### config.mk
export PLATFORM = sky130hd
export DESIGN_NAME = gpio_in_filter
export DESIGN_NICKNAME = d
export VERILOG_FILES = /design/src/rtl/gpio_in_pkg.sv /design/src/rtl/gpio_in_filt_bit.sv /design/src/rtl/gpio_in_filter.sv
export SDC_FILE = /design/constraint.sdc
export NUM_CORES = 2
export LEC_CHECK = 0
export CAP_MARGIN = 20
export CORE_MARGIN = 3
export CORE_UTILIZATION = 45
export CTS_BUF_LIST = sky130_fd_sc_hd__clkbuf_8
export DETAILED_ROUTE_END_ITERATION = 8
export DONT_BUFFER_PORTS = 1
export GPL_TIMING_DRIVEN = 0
export MAX_ROUTING_LAYER = met4
export PLACE_DENSITY = 0.62
export REMOVE_ABC_BUFFERS = 1
export SYNTH_ARGS = -nofsm -noshare
export SYNTH_HDL_FRONTEND = slang
export SYNTH_SLANG_ARGS = --single-unit
### constraint.sdc
create_clock -name clk -period 4.4 [get_ports clk]
set_input_delay 0.66 -clock clk [delete_from_list [all_inputs] [get_ports clk]]
set_output_delay 0.66 -clock clk [all_outputs]
set_load 0.01 [all_outputs]
### src/rtl/gpio_in_pkg.sv
// Shared constants and types for the GPIO input filter block.
package gpio_in_pkg;

    localparam int IO_WIDTH_DEF   = 36;
    localparam int FILT_WIDTH_DEF = 8;

    typedef logic [FILT_WIDTH_DEF-1:0] filt_cnt_t;

    typedef enum logic {
        STABLE,
        COUNTING
    } filt_state_e;

endpackage

### src/rtl/gpio_in_filt_bit.sv
// One GPIO pin: glitch filter state machine, edge pulses and sticky edge latches.
module gpio_in_filt_bit
    import gpio_in_pkg::*;
#(
    parameter int FiltWidth = FILT_WIDTH_DEF
) (
    input  logic                 clk,
    input  logic                 reset,
    input  logic                 level,
    input  logic                 vld,
    input  logic                 en,
    input  logic [FiltWidth-1:0] filt_time,
    input  logic                 sample_tick,
    input  logic                 latch_clr,
    output logic                 filt_data,
    output logic                 rise_pulse,
    output logic                 fall_pulse,
    output logic                 rise_latch,
    output logic                 fall_latch
);

    filt_state_e          state;
    logic [FiltWidth-1:0] cnt;
    logic                 prev;
    logic                 armed;
    logic                 active;
    logic                 fire;
    logic [FiltWidth:0]   cnt_inc;

    // The increment is one bit wider so that a lowered filt_time can never wrap the compare.
    always_comb begin
        active  = en && (filt_time != '0);
        cnt_inc = {1'b0, cnt} + {{FiltWidth{1'b0}}, 1'b1};
        fire    = sample_tick && (cnt_inc >= {1'b0, filt_time});
    end

    // NOTE: all state here uses non-blocking assignments so every right-hand side
    // sees the pre-edge value; prev and the pulses depend on that ordering.
    always_ff @(posedge clk) begin
        if (reset) begin
            state      <= STABLE;
            cnt        <= '0;
            filt_data  <= 1'b0;
            prev       <= 1'b0;
            armed      <= 1'b0;
            rise_pulse <= 1'b0;
            fall_pulse <= 1'b0;
            rise_latch <= 1'b0;
            fall_latch <= 1'b0;
        end else begin
            if (!active) begin
                state     <= STABLE;
                cnt       <= '0;
                filt_data <= level;
            end else begin
                case (state)
                    STABLE: begin
                        if (level != filt_data) state <= COUNTING;
                    end
                    COUNTING: begin
                        if (level == filt_data) begin
                            state <= STABLE;
                            cnt   <= '0;
                        end else if (fire) begin
                            state     <= STABLE;
                            cnt       <= '0;
                            filt_data <= level;
                        end else if (sample_tick) begin
                            cnt <= cnt_inc[FiltWidth-1:0];
                        end
                    end
                    default: begin
                        state <= STABLE;
                        cnt   <= '0;
                    end
                endcase
            end

            // Edges stay muted until the level captured after reset has been absorbed.
            armed      <= armed | (vld & (level == filt_data));
            prev       <= filt_data;
            rise_pulse <= armed & filt_data & ~prev;
            fall_pulse <= armed & ~filt_data & prev;
            // Set has priority over a simultaneous clear.
            rise_latch <= rise_pulse | (rise_latch & ~latch_clr);
            fall_latch <= fall_pulse | (fall_latch & ~latch_clr);
        end
    end

endmodule

### src/rtl/gpio_in_filter.sv
// GPIO input conditioning: 2-flop sync, per-pin glitch filter, edge pulses, sticky latches.
// Optional GPIO_IN_INVERT_EN adds a per-pin invert port applied after synchronisation.
module gpio_in_filter
    import gpio_in_pkg::*;
#(
    parameter int IOWidth   = IO_WIDTH_DEF,
    parameter int FiltWidth = FILT_WIDTH_DEF
) (
    input  logic                 clk,
    input  logic                 reset,
    input  logic [IOWidth-1:0]   pin_in,
    input  logic [IOWidth-1:0]   filt_en,
    input  logic [FiltWidth-1:0] filt_time,
    input  logic                 sample_tick,
    input  logic [IOWidth-1:0]   latch_clr,
`ifdef GPIO_IN_INVERT_EN
    input  logic [IOWidth-1:0]   invert,
`endif
    output logic [IOWidth-1:0]   filt_data,
    output logic [IOWidth-1:0]   rise_pulse,
    output logic [IOWidth-1:0]   fall_pulse,
    output logic [IOWidth-1:0]   rise_latch,
    output logic [IOWidth-1:0]   fall_latch
);

    logic [IOWidth-1:0] sync1;
    logic [IOWidth-1:0] sync2;
    logic [IOWidth-1:0] level;
    logic [1:0]         vld;

    // vld[1] marks the first cycle sync2 holds a pin value sampled after reset.
    always_ff @(posedge clk) begin
        if (reset) begin
            sync1 <= '0;
            sync2 <= '0;
            vld   <= '0;
        end else begin
            sync1 <= pin_in;
            sync2 <= sync1;
            vld   <= {vld[0], 1'b1};
        end
    end

`ifdef GPIO_IN_INVERT_EN
    assign level = sync2 ^ invert;
`else
    assign level = sync2;
`endif

    for (genvar i = 0; i < IOWidth; i++) begin : g_pin
        gpio_in_filt_bit #(
            .FiltWidth (FiltWidth)
        ) u_bit (
            .clk         (clk),
            .reset       (reset),
            .level       (level[i]),
            .vld         (vld[1]),
            .en          (filt_en[i]),
            .filt_time   (filt_time),
            .sample_tick (sample_tick),
            .latch_clr   (latch_clr[i]),
            .filt_data   (filt_data[i]),
            .rise_pulse  (rise_pulse[i]),
            .fall_pulse  (fall_pulse[i]),
            .rise_latch  (rise_latch[i]),
            .fall_latch  (fall_latch[i])
        );
    end

endmodule

==> results.sh <==
export IMPL_status="finished, final reports clean"
export IMPL_worst_ep_required_time_ns=5.01
export IMPL_synthAdderAreaFrac=0.118
export IMPL_avgRoutedWirePerCell_um=15.7
export IMPL_clockBufferDepth=3
export IMPL_p_seq_frac=0.468
export IMPL_route_detailed_drc=0
export IMPL_tightest_slew_ns=0.962
export IMPL_crit_arrival_ns=4.24
export IMPL_layout_min_cycle_time_ns=3.62
export IMPL_hp_class="input pin to flip-flop"
export IMPL_clock_skew_ns=0.0289
export IMPL_drt_iter0_drc=1366
export IMPL_switchingPower_mw=2.91
export IMPL_initial_core_util=0.458
export IMPL_syn_inst=4024
export IMPL_synth_xor_area_frac=0.0333
export IMPL_place_ws_ns=0.629
export IMPL_ios=299
export IMPL_clk_latency_ns=0.70
export IMPL_io_buffers=0
export IMPL_final_area_um2=36900
export IMPL_clkPwrFrac=0.493
export IMPL_final_cell_mix="dfxtp_1, nand2_1, nor2_1"
export IMPL_rows=100
export IMPL_fp_dieW_um=283
export IMPL_place_congestion=0.815
export IMPL_synth_compound_area_frac=0.149
export IMPL_ys_warn_count=0
export IMPL_hold_violations=0
export IMPL_cp_start_kind="flip-flop"
export IMPL_critical_path_class="flip-flop to flip-flop"
export IMPL_fin_crit_sh=0.823
export IMPL_antenna_found_initial=2
export IMPL_synth_edf_count=0
export IMPL_drive_above_1_share=0.0962
export IMPL_min_from="pin_in[19]"
export IMPL_slew_headroom=0.358
export IMPL_power_density_nw_per_um2=349
export IMPL_switching_share=0.226
export IMPL_dr_total_vias=26619
export IMPL_rsz0062_at_grt="no"
export IMPL_die_y_um=283
export IMPL_place_inst=4740
export IMPL_grt_pass1_wl_mm=125
export IMPL_fmax_mhz=276
export IMPL_final_common_cell="dfxtp_1"
export IMPL_area_growth_pct=7.14
export IMPL_wirelength_mm=77.6
export IMPL_synthMuxAreaShare=0.0144
export IMPL_gr_usage_all_layers=0.195
export IMPL_crit_path_start="g_pin[32].u_bit.cnt[0]"
export IMPL_final_util=0.491
export IMPL_first_global_vias=24825
export IMPL_cts_htree_levels=3
export IMPL_fin_cells=4951
export IMPL_dpl_cell_area_um2=34200
export IMPL_ant_nets=0
export IMPL_share_comb_of_total_power=0.039
export IMPL_power_leakage_nw=16.1
export IMPL_drv_cap=0
export IMPL_cp_max_fo=8
export IMPL_nets=4335
export IMPL_viasPerCell=5.38
export IMPL_regMostFlops="g_pin.u_bit.cnt"
export IMPL_hpwl_mm=51.1
export IMPL_grt_ovfl_total=0
export IMPL_cts_buffers=110
export IMPL_clockRootBuffer="clkbuf_8"
export IMPL_synth_top_family_by_area="simple AND/OR/NAND/NOR gates"
export IMPL_largest_reg_flops=288
export IMPL_ir_drop_uv=207
export IMPL_syn_area_um2=34400
export IMPL_clkSinkCount=650
export IMPL_fillers=7146
export IMPL_dieArea_um2=79800
export IMPL_worstSetupEndpointType="flip-flop"
export IMPL_grt_max_degree=289
export IMPL_clkSlewWorstSetupHoldPaths_ns=0.06
export IMPL_core_area_um2=75100
export IMPL_synthSimpleGateAreaFrac=0.250
export IMPL_r2r_start="g_pin[32].u_bit.cnt[0]"
export IMPL_ys_ff_latch=650
export IMPL_hold_slack_ns=0.0831
export IMPL_setup_ws_ns=0.777
export IMPL_ys_types=71
export IMPL_synth_seq_area_share=0.378
export IMPL_drt_pass1_iter_count=5
export IMPL_async_reset_ff_frac=0
export IMPL_tritoncts="yes"
export IMPL_synth_area_per_cell_um2=8.55
export IMPL_synth_ff_type="dfxtp_1"
export IMPL_slew_violations=0
export IMPL_p_int_mw=9.97
export IMPL_setup_violations=0
==> worst max-delay path: stages, from the launching register on <==
cell	delay [ns]
dfxtp_1	0.41
ha_1	0.21
nand3_1	0.17
o21a_1	0.23
or2_2	0.29
ha_1	0.29
a21oi_1	0.13
o221ai_1	0.12
a211oi_1	0.40
nor3b_1	0.82
o21ai_0	0.24
a21oi_1	0.21
==> final timing paths <==
check	slack [ns]	endpoint	cells after the start
hold / removal	0.08	sync1[19]	1
setup / recovery	0.78	g_pin[32].u_bit.cnt[6]	11
setup reg to reg	0.78	g_pin[32].u_bit.cnt[6]	11
hold reg to reg	0.41	level[27]	1
==> Yosys cell counts (all sizes together), types with 5 or more instances <==
master	n	area, um2
a31o	15	131
or2	126	788
a311oi	8	70.1
xor2	35	307
nand2	406	1520
a21oi	314	1580
o21a	6	45.0
nand2b	27	169
a22o	17	149
a211oi	10	75.1
or3b	8	70.1
o211ai	17	128
and3	72	455
a21bo	5	50.1
clkbuf	70	273
ha	324	4050
a22oi	87	653
mux2	19	214
xnor2	96	841
and2	86	538
a31oi	20	125
inv	71	267
a32oi	9	78.8
o22ai	10	62.6
nor2	390	1460
nand3	142	711
nor3	97	485
mux2i	28	280
o21ai	185	926
buf	193	1410
a21o	72	542
nand4	47	294
nor2b	229	1430
nor3b	8	87.6
a221oi	10	87.6
and3b	36	315
a221o	14	140
a311o	7	70.1
dfxtp	650	13000
nor4	16	146
==> per-layer routing <==
metal,vias up,track usage,part of all wire
met3,125,0.0357,0.045
met4,0,0.0521,0.023
met1,12328,0.251,0.48
li1,13762,-,-
met2,404,0.315,0.46
met5,-,-,0
==> power groups by stage <==
stage	clock, mW	sequential, mW	combinational, mW
2_1_floorplan	0	6.14	0.326
3_3_place_gp	0	6.16	0.458
3_5_place_dp	0	6.16	0.494
4_1_cts	6.58	6.03	0.502
5_1_grt	6.84	6.04	0.564
6_report	6.35	6.03	0.496
==> logic make-up after synthesis <==
kind of cell             count (synthesis)
AND/OR/NAND/NOR                       1705
AO/OA/AOI/OAI                          833
flip-flops                             650
buffers and inverters                  334
adder cells (fa/ha/maj)                324
XOR/XNOR                               131
multiplexers                            47
==> final cells by class <==
class / instances / area, um2 / share of cell area
Antenna cell: 1 / 2.50 / 0.0000679
Tap cell: 969 / 1210 / 0.0329
Inverter: 71 / 267 / 0.00723
Clock inverter: 70 / 816 / 0.0221
Timing Repair Buffer: 19 / 290 / 0.00787
Clock buffer: 131 / 1800 / 0.0489
Sequential cell: 650 / 13000 / 0.353
Multi-Input combinational cell: 3040 / 19500 / 0.528
==> stage by stage <==
step	TNS, ns	power (mW)
after global routing	0	13.4
after global placement	-189.72	6.62
final	0	12.9
after floorplan	0	6.47
after CTS	0	13.1
after detailed placement	0	6.65
==> what timing repair did <==
item	CTS	global route
setup buffers	0	0
hold buffers	8	1
gates resized for setup	0	0
setup endpoints to repair	0	0
hold endpoints to repair	8	7
Power figures use the tool's default switching activity.
